==> config.mk <==
export PLATFORM = sky130hd
export DESIGN_NAME = alu_operand_stage
export DESIGN_NICKNAME = d
export VERILOG_FILES = /design/src/rtl/alu_operand_stage.sv
export SDC_FILE = /design/constraint.sdc
export NUM_CORES = 1
export LEC_CHECK = 0
export CORE_AREA = 2 2 122 124
export CTS_CLUSTER_DIAMETER = 150
export DETAILED_ROUTE_END_ITERATION = 6
export DIE_AREA = 0 0 124 126
export GPL_ROUTABILITY_DRIVEN = 0
export PLACE_DENSITY = 0.83
export SKIP_LAST_GASP = 1
export SYNTH_ARGS = -nofsm -noshare
export SYNTH_HDL_FRONTEND = slang
export SYNTH_SLANG_ARGS = --single-unit
==> constraint.sdc <==
create_clock -name clk -period 4.4 [get_ports clk]
set_input_delay 0.44 -clock clk [delete_from_list [all_inputs] [get_ports clk]]
set_output_delay 0.44 -clock clk [all_outputs]
set_load 0.02 [all_outputs]
==> src/rtl/alu_operand_stage.sv <==
// Decode-to-execute register feeding the 32-bit ALU, with operand forwarding from the
// ALU's registered result and the writeback port. Define OPSTAGE_PERF_EN to add perf counters.
module alu_operand_stage #(
  parameter int WIDTH   = 32,
  parameter int RADDR_W = 5,
  parameter int IMM_W   = 16
) (
  input  logic               clk,
  input  logic               reset,
  input  logic               in_valid,
  output logic               in_ready,
  input  logic [RADDR_W-1:0] in_rs,
  input  logic [RADDR_W-1:0] in_rt,
  input  logic [RADDR_W-1:0] in_rd,
  input  logic [WIDTH-1:0]   in_rs_data,
  input  logic [WIDTH-1:0]   in_rt_data,
  input  logic [IMM_W-1:0]   in_imm,
  input  logic               in_use_imm,
  input  logic [2:0]         in_alu_ctrl,
  input  logic               in_reg_write,
  input  logic               flush,
  input  logic               ex_ready,
  input  logic [WIDTH-1:0]   alu_r,
  input  logic               wb_valid,
  input  logic [RADDR_W-1:0] wb_rd,
  input  logic [WIDTH-1:0]   wb_data,
  output logic               out_valid,
  output logic [WIDTH-1:0]   out_a,
  output logic [WIDTH-1:0]   out_b,
  output logic [2:0]         out_alu_ctrl,
  output logic [RADDR_W-1:0] out_rd,
  output logic               out_reg_write
`ifdef OPSTAGE_PERF_EN
  ,
  output logic [31:0]        perf_stall,
  output logic [31:0]        perf_flush,
  output logic [31:0]        perf_fwd_ex
`endif
);

  logic               valid_reg;
  logic [RADDR_W-1:0] rs_reg, rt_reg, rd_reg;
  logic [WIDTH-1:0]   rs_data_reg, rt_data_reg, imm_reg;
  logic               use_imm_reg;
  logic [2:0]         alu_ctrl_reg;
  logic               reg_write_reg;
  logic               ex_tag_v_reg;
  logic [RADDR_W-1:0] ex_tag_rd_reg;

  logic issue, capture;
  logic fwd_a_ex, fwd_b_ex, fwd_a_wb, fwd_b_wb;

  assign in_ready = !valid_reg || ex_ready;
  assign issue    = valid_reg && ex_ready;
  assign capture  = in_valid && in_ready && !flush;

  // The ex-tag only names a nonzero destination, so a match implies the source is nonzero.
  assign fwd_a_ex = ex_tag_v_reg && (ex_tag_rd_reg == rs_reg);
  assign fwd_b_ex = ex_tag_v_reg && (ex_tag_rd_reg == rt_reg) && !use_imm_reg;
  assign fwd_a_wb = wb_valid && (wb_rd == rs_reg);
  assign fwd_b_wb = wb_valid && (wb_rd == rt_reg);

  always_comb begin
    out_a = rs_data_reg;
    if (rs_reg == '0)  out_a = '0;
    else if (fwd_a_ex) out_a = alu_r;
    else if (fwd_a_wb) out_a = wb_data;
  end

  always_comb begin
    out_b = rt_data_reg;
    if (use_imm_reg)        out_b = imm_reg;
    else if (rt_reg == '0)  out_b = '0;
    else if (fwd_b_ex)      out_b = alu_r;
    else if (fwd_b_wb)      out_b = wb_data;
  end

  assign out_valid     = valid_reg;
  assign out_alu_ctrl  = alu_ctrl_reg;
  assign out_rd        = rd_reg;
  assign out_reg_write = reg_write_reg;

  always_ff @(posedge clk or posedge reset) begin
    if (reset) begin
      valid_reg     <= 1'b0;
      rs_reg        <= '0;
      rt_reg        <= '0;
      rd_reg        <= '0;
      rs_data_reg   <= '0;
      rt_data_reg   <= '0;
      imm_reg       <= '0;
      use_imm_reg   <= 1'b0;
      alu_ctrl_reg  <= 3'b000;
      reg_write_reg <= 1'b0;
      ex_tag_v_reg  <= 1'b0;
      ex_tag_rd_reg <= '0;
    end else begin
      // The ALU registers its result, so alu_r next cycle belongs to whatever issues now.
      ex_tag_v_reg  <= issue && reg_write_reg && (rd_reg != '0);
      ex_tag_rd_reg <= rd_reg;
      if (flush) begin
        valid_reg <= 1'b0;
      end else if (capture) begin
        valid_reg     <= 1'b1;
        rs_reg        <= in_rs;
        rt_reg        <= in_rt;
        rd_reg        <= in_rd;
        rs_data_reg   <= in_rs_data;
        rt_data_reg   <= in_rt_data;
        imm_reg       <= {{(WIDTH-IMM_W){in_imm[IMM_W-1]}}, in_imm};
        use_imm_reg   <= in_use_imm;
        alu_ctrl_reg  <= in_alu_ctrl;
        reg_write_reg <= in_reg_write;
      end else if (issue) begin
        valid_reg <= 1'b0;
      end
    end
  end

`ifdef OPSTAGE_PERF_EN
  logic [31:0] perf_stall_reg, perf_flush_reg, perf_fwd_ex_reg;

  always_ff @(posedge clk or posedge reset) begin
    if (reset) begin
      perf_stall_reg  <= '0;
      perf_flush_reg  <= '0;
      perf_fwd_ex_reg <= '0;
    end else begin
      if (valid_reg && !ex_ready && perf_stall_reg != 32'hFFFF_FFFF)
        perf_stall_reg <= perf_stall_reg + 32'd1;
      if (flush && valid_reg && perf_flush_reg != 32'hFFFF_FFFF)
        perf_flush_reg <= perf_flush_reg + 32'd1;
      if (issue && (fwd_a_ex || fwd_b_ex) && perf_fwd_ex_reg != 32'hFFFF_FFFF)
        perf_fwd_ex_reg <= perf_fwd_ex_reg + 32'd1;
    end
  end

  assign perf_stall  = perf_stall_reg;
  assign perf_flush  = perf_flush_reg;
  assign perf_fwd_ex = perf_fwd_ex_reg;
`endif

endmodule

==> results.txt, run 1 <==
In the layout the commonest cells are 249 x sky130_fd_sc_hd__clkdlybuf4s50_1, 107 x sky130_fd_sc_hd__dfrtp_1, 100 x sky130_fd_sc_hd__mux2_2. Entering global routing, the biggest net connects 101 pins. The final layout contains routed wiring with a total length of 18200 um. The area of the multi-input gates came out at 3140 sq um.

The boundary pin count came out at 250. The sequential cell area fraction in the yosys report is 0.436. In this run the tool buffered the top-level ports with 249 buffer cells. The relative slew slack is 0.273. The reg2reg setup slack came out at 2.52 ns. By startpoint and endpoint, the worst setup path is classified as reg2out. The total count of max-transition violations in the final report is 0. The sequential cells in the finished layout cover a total of about 2700 sq um.

The standard cell with the maximum stage delay on the critical path is sky130_fd_sc_hd__clkdlybuf4s50_1. The floorplan die width came out at 124 um. The number of global-route vias before repair is 5188. In this run the cell area measured after placement is 8760 sq um. The worst-case IR drop observed on VDD is roughly 0.30 mV. The library cell occupying the most area in the post-synthesis netlist is sky130_fd_sc_hd__dfrtp_1. The number of antenna violations at the first check in global routing is 0. The last element of the critical path is out_a[1]. Data arrives at the worst endpoint at 3.33 ns.

Measured on the finished design, the core utilization comes to 0.635. Broken down by cell family, the worst path's largest delay share belongs to buffers and inverters. The count of buffering cells on the critical path with inverters included is 2. The detail-routed via count per cell came out at approximately 5.3. In this run the number of cells on the critical path is 6.

The core region is 14300 sq um. For this run, the detailed router's first-pass iteration total came to 4. The hold violation count in the final report is 0.

CTS placed an instance of sky130_fd_sc_hd__clkbuf_16 at the clock tree root. The final critical-path required period is 3.77 ns. The starting density of the core came out at 0.429. The detail route stage leaves a number of antenna-violating nets equal to 0.

The library cell used most frequently in the layout, excluding fill and tap cells, is sky130_fd_sc_hd__clkdlybuf4s50_1. The first-iteration detailed-routing DRC count came out at 211. The first-pass GRT wire length is 27800 um. In this run the worst setup path begins at rs_reg[2]. The critical path goes through xor2_1 -> nor4_1 -> nand3_4 -> buf_4 -> a211oi_2 -> clkdlybuf4s50_1. The count of mapped cells out of synthesis came out at 497. The worst register-to-register path ends at rt_data_reg[8]. The number of unique standard cell types used by synthesis came out at 27. The number of cells on the worst reg-to-reg path is 4.

The achievable clock frequency is around 0.27 GHz. The clock tree buffer depth came out at 2. The number of gates resized after CTS was 0. The overall power came out at 3.48 mW. The number of warnings issued by yosys is 0.

The area of the mapped netlist is 6140 sq um. The die covers 15600 sq um. The setup TNS is 0 ns.

TritonCTS built the clock tree. On the final layout, the worst clock skew is 0.00580 ns. Setup repair after global routing left no endpoint under its margin. The number of hold buffers added after CTS was 0. Dividing the detail-routed wire length by the instance count gives between 15 and 20 um. The later-pin clock latency in the skew report is between 0.3 and 0.4 ns.

After the last flow step, the layout net total stands at approximately 900. The source of the worst register-to-register timing path is out_valid. The H-tree level count is 3. The remaining routing DRC violations came out at 0. The path class of the tightest hold or removal check is reg2reg. The power density relative to cell area came out at around 380 nW/um^2.

Counting every net in the synthesized netlist gives 672. The critical path's largest stage delay came out at ~0.68 ns. After routing the design area is 9090 sq um. The fraction of layout instances using a drive strength above 1 is 0.260. The critical path data required time is approximately 4.0 ns.

The remaining global-route overflow is 0. The HPWL after detailed placement is roughly 13000 um. The die extent in y is about 130 um. The final period utilization is 0.858.

Detailed routing inserted a total of slightly below 5000 vias. Setup violations remaining at the end of the flow were counted as 0. For this design the static power due to leakage is 3.51 nW. STA classifies the critical path startpoint as a flip-flop. For the pin with the worst max-slew slack, the measured transition is ~1.1 ns. Of all nets on the critical path, the largest fanout is 38. The layout filler cell count is 1133.

The floorplan has 44 rows. Post-CTS timing repair inserted 0 buffers for setup. Dividing the synthesized area by the synthesized cell count gives 12.4 sq um.

The layout-stage area growth over the synthesis result is 48.0%. The capturing element type of the critical path is an output pin. The number of flip-flops and latches in the synthesized netlist is 107. Clock tree synthesis found a total of 107 sinks.

The CTS clock-pin slew for the worst setup and hold paths is around 0.07 ns. By area the synthesized netlist is led by sky130_fd_sc_hd__dfrtp_1 44%, sky130_fd_sc_hd__mux2_2 18%, sky130_fd_sc_hd__mux2i_1 10%. The portion of synthesized cell area occupied by the leading cell type is 0.436.

The count of inserted antenna diode cells is 0. The run finished with clean final reports. The reported max-cap violation count came out at 0. The number of buffers created by CTS came out at 9. The total global-route track usage is 0.233.
[report_power, final]
part | switching, mW | internal (mW)
combinational | 0.610 | 0.727
sequential | 0.117 | 1.15
clock | 0.358 | 0.518
total | 1.08 | 2.39
[cells in the mapped netlist, drive strengths merged]
cell,number
clkbuf,9
nand2,17
a211o,1
nor4,4
xnor2,4
inv,34
mux2i,64
dfrtp,107
a211oi,32
nor3,2
and3,2
nor2b,1
nor3b,1
nand4b,1
o221ai,32
nor2,37
nand3,2
xor2,16
mux2,100
buf,28
a21oi,2
or4,1
[kinds of logic after synthesis]
logic type / Yosys count / synth area share
muxes: 164 / 0.288
and+or+nand+nor: 68 / 0.0473
DFF: 107 / 0.436
buffers and inverters: 71 / 0.0585
AOI/OAI and AO/OA: 67 / 0.142
xor gates and xnor gates: 20 / 0.0285
[cell type report]
| cell class | count | share of cell area |
|---|---|---|
| inverter | 34 | 0.0143 |
| timing repair buffer | 258 | 0.284 |
| clock inverter | 5 | 0.00950 |
| sequential | 107 | 0.295 |
| multi-input combinational | 319 | 0.345 |
| tap | 184 | 0.0253 |
| clock buffer | 11 | 0.0267 |
[worst min path at each step]
| stage | cells past startpoint | to | slack [ns] | from |
|---|---|---|---|---|
| after CTS | 0 | ex_tag_rd_reg[4] | 0.43 | out_rd[4] |
| after detailed placement | 0 | ex_tag_rd_reg[4] | 0.42 | out_rd[4] |
| final | 0 | ex_tag_rd_reg[1] | 0.43 | out_rd[1] |
| after floorplan | 1 | rs_data_reg[0] | 0.48 | rs_data_reg[0] |
| after global placement | 0 | ex_tag_rd_reg[2] | 0.42 | out_rd[2] |
| after global routing | 0 | ex_tag_rd_reg[2] | 0.44 | out_rd[2] |
[metal layers]
metal  track usage  part of all wire  vias to the layer above  wire [um]
met1         0.292              0.42                     2417       7690
met4        0.0945             0.027                        0        488
met2         0.396              0.50                      177       9100
met5             0                 0                        -          0
li1              -                 -                     2270          -
met3        0.0385             0.052                       35        939
[stage by stage]
stage / instances / hold WS, ns / worst slack, ns
floorplan: 497 / 0.480 / 1.14
global route: 918 / 0.440 / 0.477
detailed placement: 902 / 0.418 / 0.737
CTS: 918 / 0.434 / 0.638
global placement: 902 / 0.418 / 0.710
finish: 918 / 0.431 / 0.627
(Power assumes the default switching activity.)
==> run 2, diff against run 1 <==
--- a/config.mk
+++ b/config.mk
@@ -5,12 +5,14 @@
 export SDC_FILE = /design/constraint.sdc
 export NUM_CORES = 1
 export LEC_CHECK = 0
-export CORE_AREA = 2 2 122 124
+export CORE_AREA = 2 2 120 122
+export CTS_BUF_LIST = sky130_fd_sc_hd__clkbuf_4
 export CTS_CLUSTER_DIAMETER = 150
 export DETAILED_ROUTE_END_ITERATION = 6
-export DIE_AREA = 0 0 124 126
+export DIE_AREA = 0 0 122 124
 export GPL_ROUTABILITY_DRIVEN = 0
-export PLACE_DENSITY = 0.83
+export PLACE_DENSITY = 0.85
+export SKIP_CTS_REPAIR_TIMING = 1
 export SKIP_LAST_GASP = 1
 export SYNTH_ARGS = -nofsm -noshare
 export SYNTH_HDL_FRONTEND = slang
==> run 2 against run 1 <==
Against the previous run: non-clock buffer count up 3; utilization up 1.4 points; flip-flop and latch count unchanged; global-route usage up 0.72 points; first-iteration DRC count up 17%; cell count down 0.22%; count of clock-buffer cells in the layout down 1; critical path depth unchanged; sequential power about the same; via count up 1.9%; highest routed layer unchanged.
==> results.txt, run 2 (synthesis gave the netlist of run 1 again) <==
The floorplan die area came out at 15100 sq um. The reported max-cap violation count is 0. The HPWL after detailed placement is 13700 um. The CTS clock-pin slew for the worst setup and hold paths came out at 0.16 ns. The starting density of the core came out at 0.448.

Wires add up to 18500 um. The type of the setup path with the least slack is reg2out. The CTS sink count is 107. In this run the tightest slew margin relative to its limit is 0.309. The run finished with clean final reports.

The critical path data required time came out at 3.96 ns. For this design the ratio of total power to cell area is 349 nW/um^2. The area after detailed placement came out at 8780 sq um. The number of cells on the worst reg-to-reg path is 4. The final period utilization came out at 0.892.

After floorplanning, the core was divided into 43 placement rows. The floorplan step defined a core boundary enclosing 13700 sq um. The tree is rooted in a sky130_fd_sc_hd__clkbuf_4. The quantity of I/O buffers inserted on ports came out at 249. The boundary pin count came out at 250.

The number of nets in the finished design is 907. The maximum clock skew at final layout is 0.0178 ns. The highest net fanout along the worst path came out at 33. For this run, the total global-route usage over all layers was measured as 0.240.

The routed length on met1 is 7250 um. After detailed routing, the number of remaining DRC violations is 0. The residual antenna-violating net count after detailed routing came out at 0.

The worst register-to-register path has a setup slack of 2.54 ns. The number of global-route vias before repair is 5238. The routed length on met3 came out at 1140 um. Tracing the worst setup path back leads to its startpoint at rs_reg[2].

Setup repair after global routing left no endpoint under its margin. TritonCTS built the clock tree. The later-pin clock latency in the skew report came out at 0.47 ns. The launching element type of the critical path is a flip-flop. The setup-violating endpoint count in the final report is 0. The first-iteration detailed-routing DRC count came out at 246. Routed signal wires occupy layers up through met4. The final hold slack is roughly 0.17 ns.

The hold violation count in the final report was 0. The fraction of layout instances using a drive strength above 1 is 0.263. The final critical-path required period came out at 3.93 ns.

Buffers inserted during clock tree synthesis total 9. The detail-routed via count per cell came out at 5.45. IR analysis of the VDD net gives a maximum drop of 0.268 mV. The H-tree level count is 3. Entering global routing, the biggest net connects 101 pins. Data on the critical path arrives at its endpoint at 3.49 ns. Following the worst setup path forward leads to its endpoint at out_a[8]. The achievable clock frequency came out at 0.255 GHz.

The source of the worst register-to-register timing path is out_valid. Summed over all layers, the global routing overflow is 0. The actual slew at the worst max-slew pin is 1.04 ns. Dividing the detail-routed wire length by the instance count gives 20.2 um.

The die extent in y is approximately 120 um. The floorplan die width came out at 122 um. The end of the worst register-to-register path is imm_reg[4].

The design area is about 8900 sq um. The final route contains roughly 5000 vias. The count of TritonRoute iterations in the first routing pass is 5. Leaving out fill and tap cells, the most frequent cell in the layout is sky130_fd_sc_hd__clkdlybuf4s50_1. The sum of met2 wire segment lengths after detailed routing is 9500 um. The total count of max-transition violations in the final report came out at 0. The number of antenna violations at the first check in global routing came out at 0.

The layout-stage area growth over the synthesis result is 45.0%. The clock tree buffer depth came out at 2. The path class of the tightest hold or removal check is in2async. The setup TNS is 0 ns. The capturing element type of the critical path is an output pin. The leakage power is 3.43 nW. In the layout the commonest cells are 249 x sky130_fd_sc_hd__clkdlybuf4s50_1, 107 x sky130_fd_sc_hd__dfrtp_1, 100 x sky130_fd_sc_hd__mux2_2. The first-pass GRT wire length came out at 27800 um.
==> run 2: cell count changes in the layout (fill, tap and decap cells not counted), sizes merged <==
cell,previous run,this run
bufinv,2,1
clkinvlp,0,2
clkbuf,11,10
buf,9,12
clkinv,3,1
diode,0,1
==> run 2: layout make-up <==
class / instances / area [sq um]
fillers: 1051 / 4810
multi-input cells: 319 / 3140
flip-flops and latches: 107 / 2680
repair buffers: 261 / 2610
well taps: 180 / 225
inverters: 34 / 130
clock buffers: 10 / 75.1
clock inverters: 4 / 53.8
diodes: 1 / 2.50
==> run 2: worst max-delay path, stage by stage, from the launching register on <==
cell,delay (ns)
sky130_fd_sc_hd__dfrtp_1,0.47
sky130_fd_sc_hd__xor2_1,0.17
sky130_fd_sc_hd__nor4_1,0.51
sky130_fd_sc_hd__nand3_4,0.48
sky130_fd_sc_hd__buf_4,0.44
sky130_fd_sc_hd__a211oi_2,0.26
sky130_fd_sc_hd__clkdlybuf4s50_1,0.65
==> run 2: through the flow <==
stage	total power, mW	cells	util	setup WS [ns]
floorplan	2.00	497	-	1.14
global placement	2.60	901	0.640	0.781
detailed placement	2.64	901	0.640	0.729
CTS	3.14	915	0.649	0.410
global route	3.27	915	0.649	0.219
finish	3.11	916	0.649	0.474
==> run 2: where the power goes <==
part	internal (mW)	switching (mW)	leakage, nW
sequential	1.15	0.118	1.26
clock	0.175	0.322	0.0646
combinational	0.733	0.614	2.11
total	2.06	1.05	3.43
==> run 2: how the worst min path moves through the flow <==
stage | depth (start not counted) | to
after floorplan | 1 | rs_data_reg[0]
after global placement | 0 | ex_tag_rd_reg[2]
after detailed placement | 0 | ex_tag_rd_reg[2]
after CTS | 2 | imm_reg[5]
after global routing | 2 | imm_reg[5]
final | 2 | imm_reg[5]
==> run 2: layer usage <==
layer  up-vias  GRT usage
met5         -          0
met4         0      0.108
met3        45     0.0504
met2       190      0.420
met1      2489      0.284
li1       2269          -
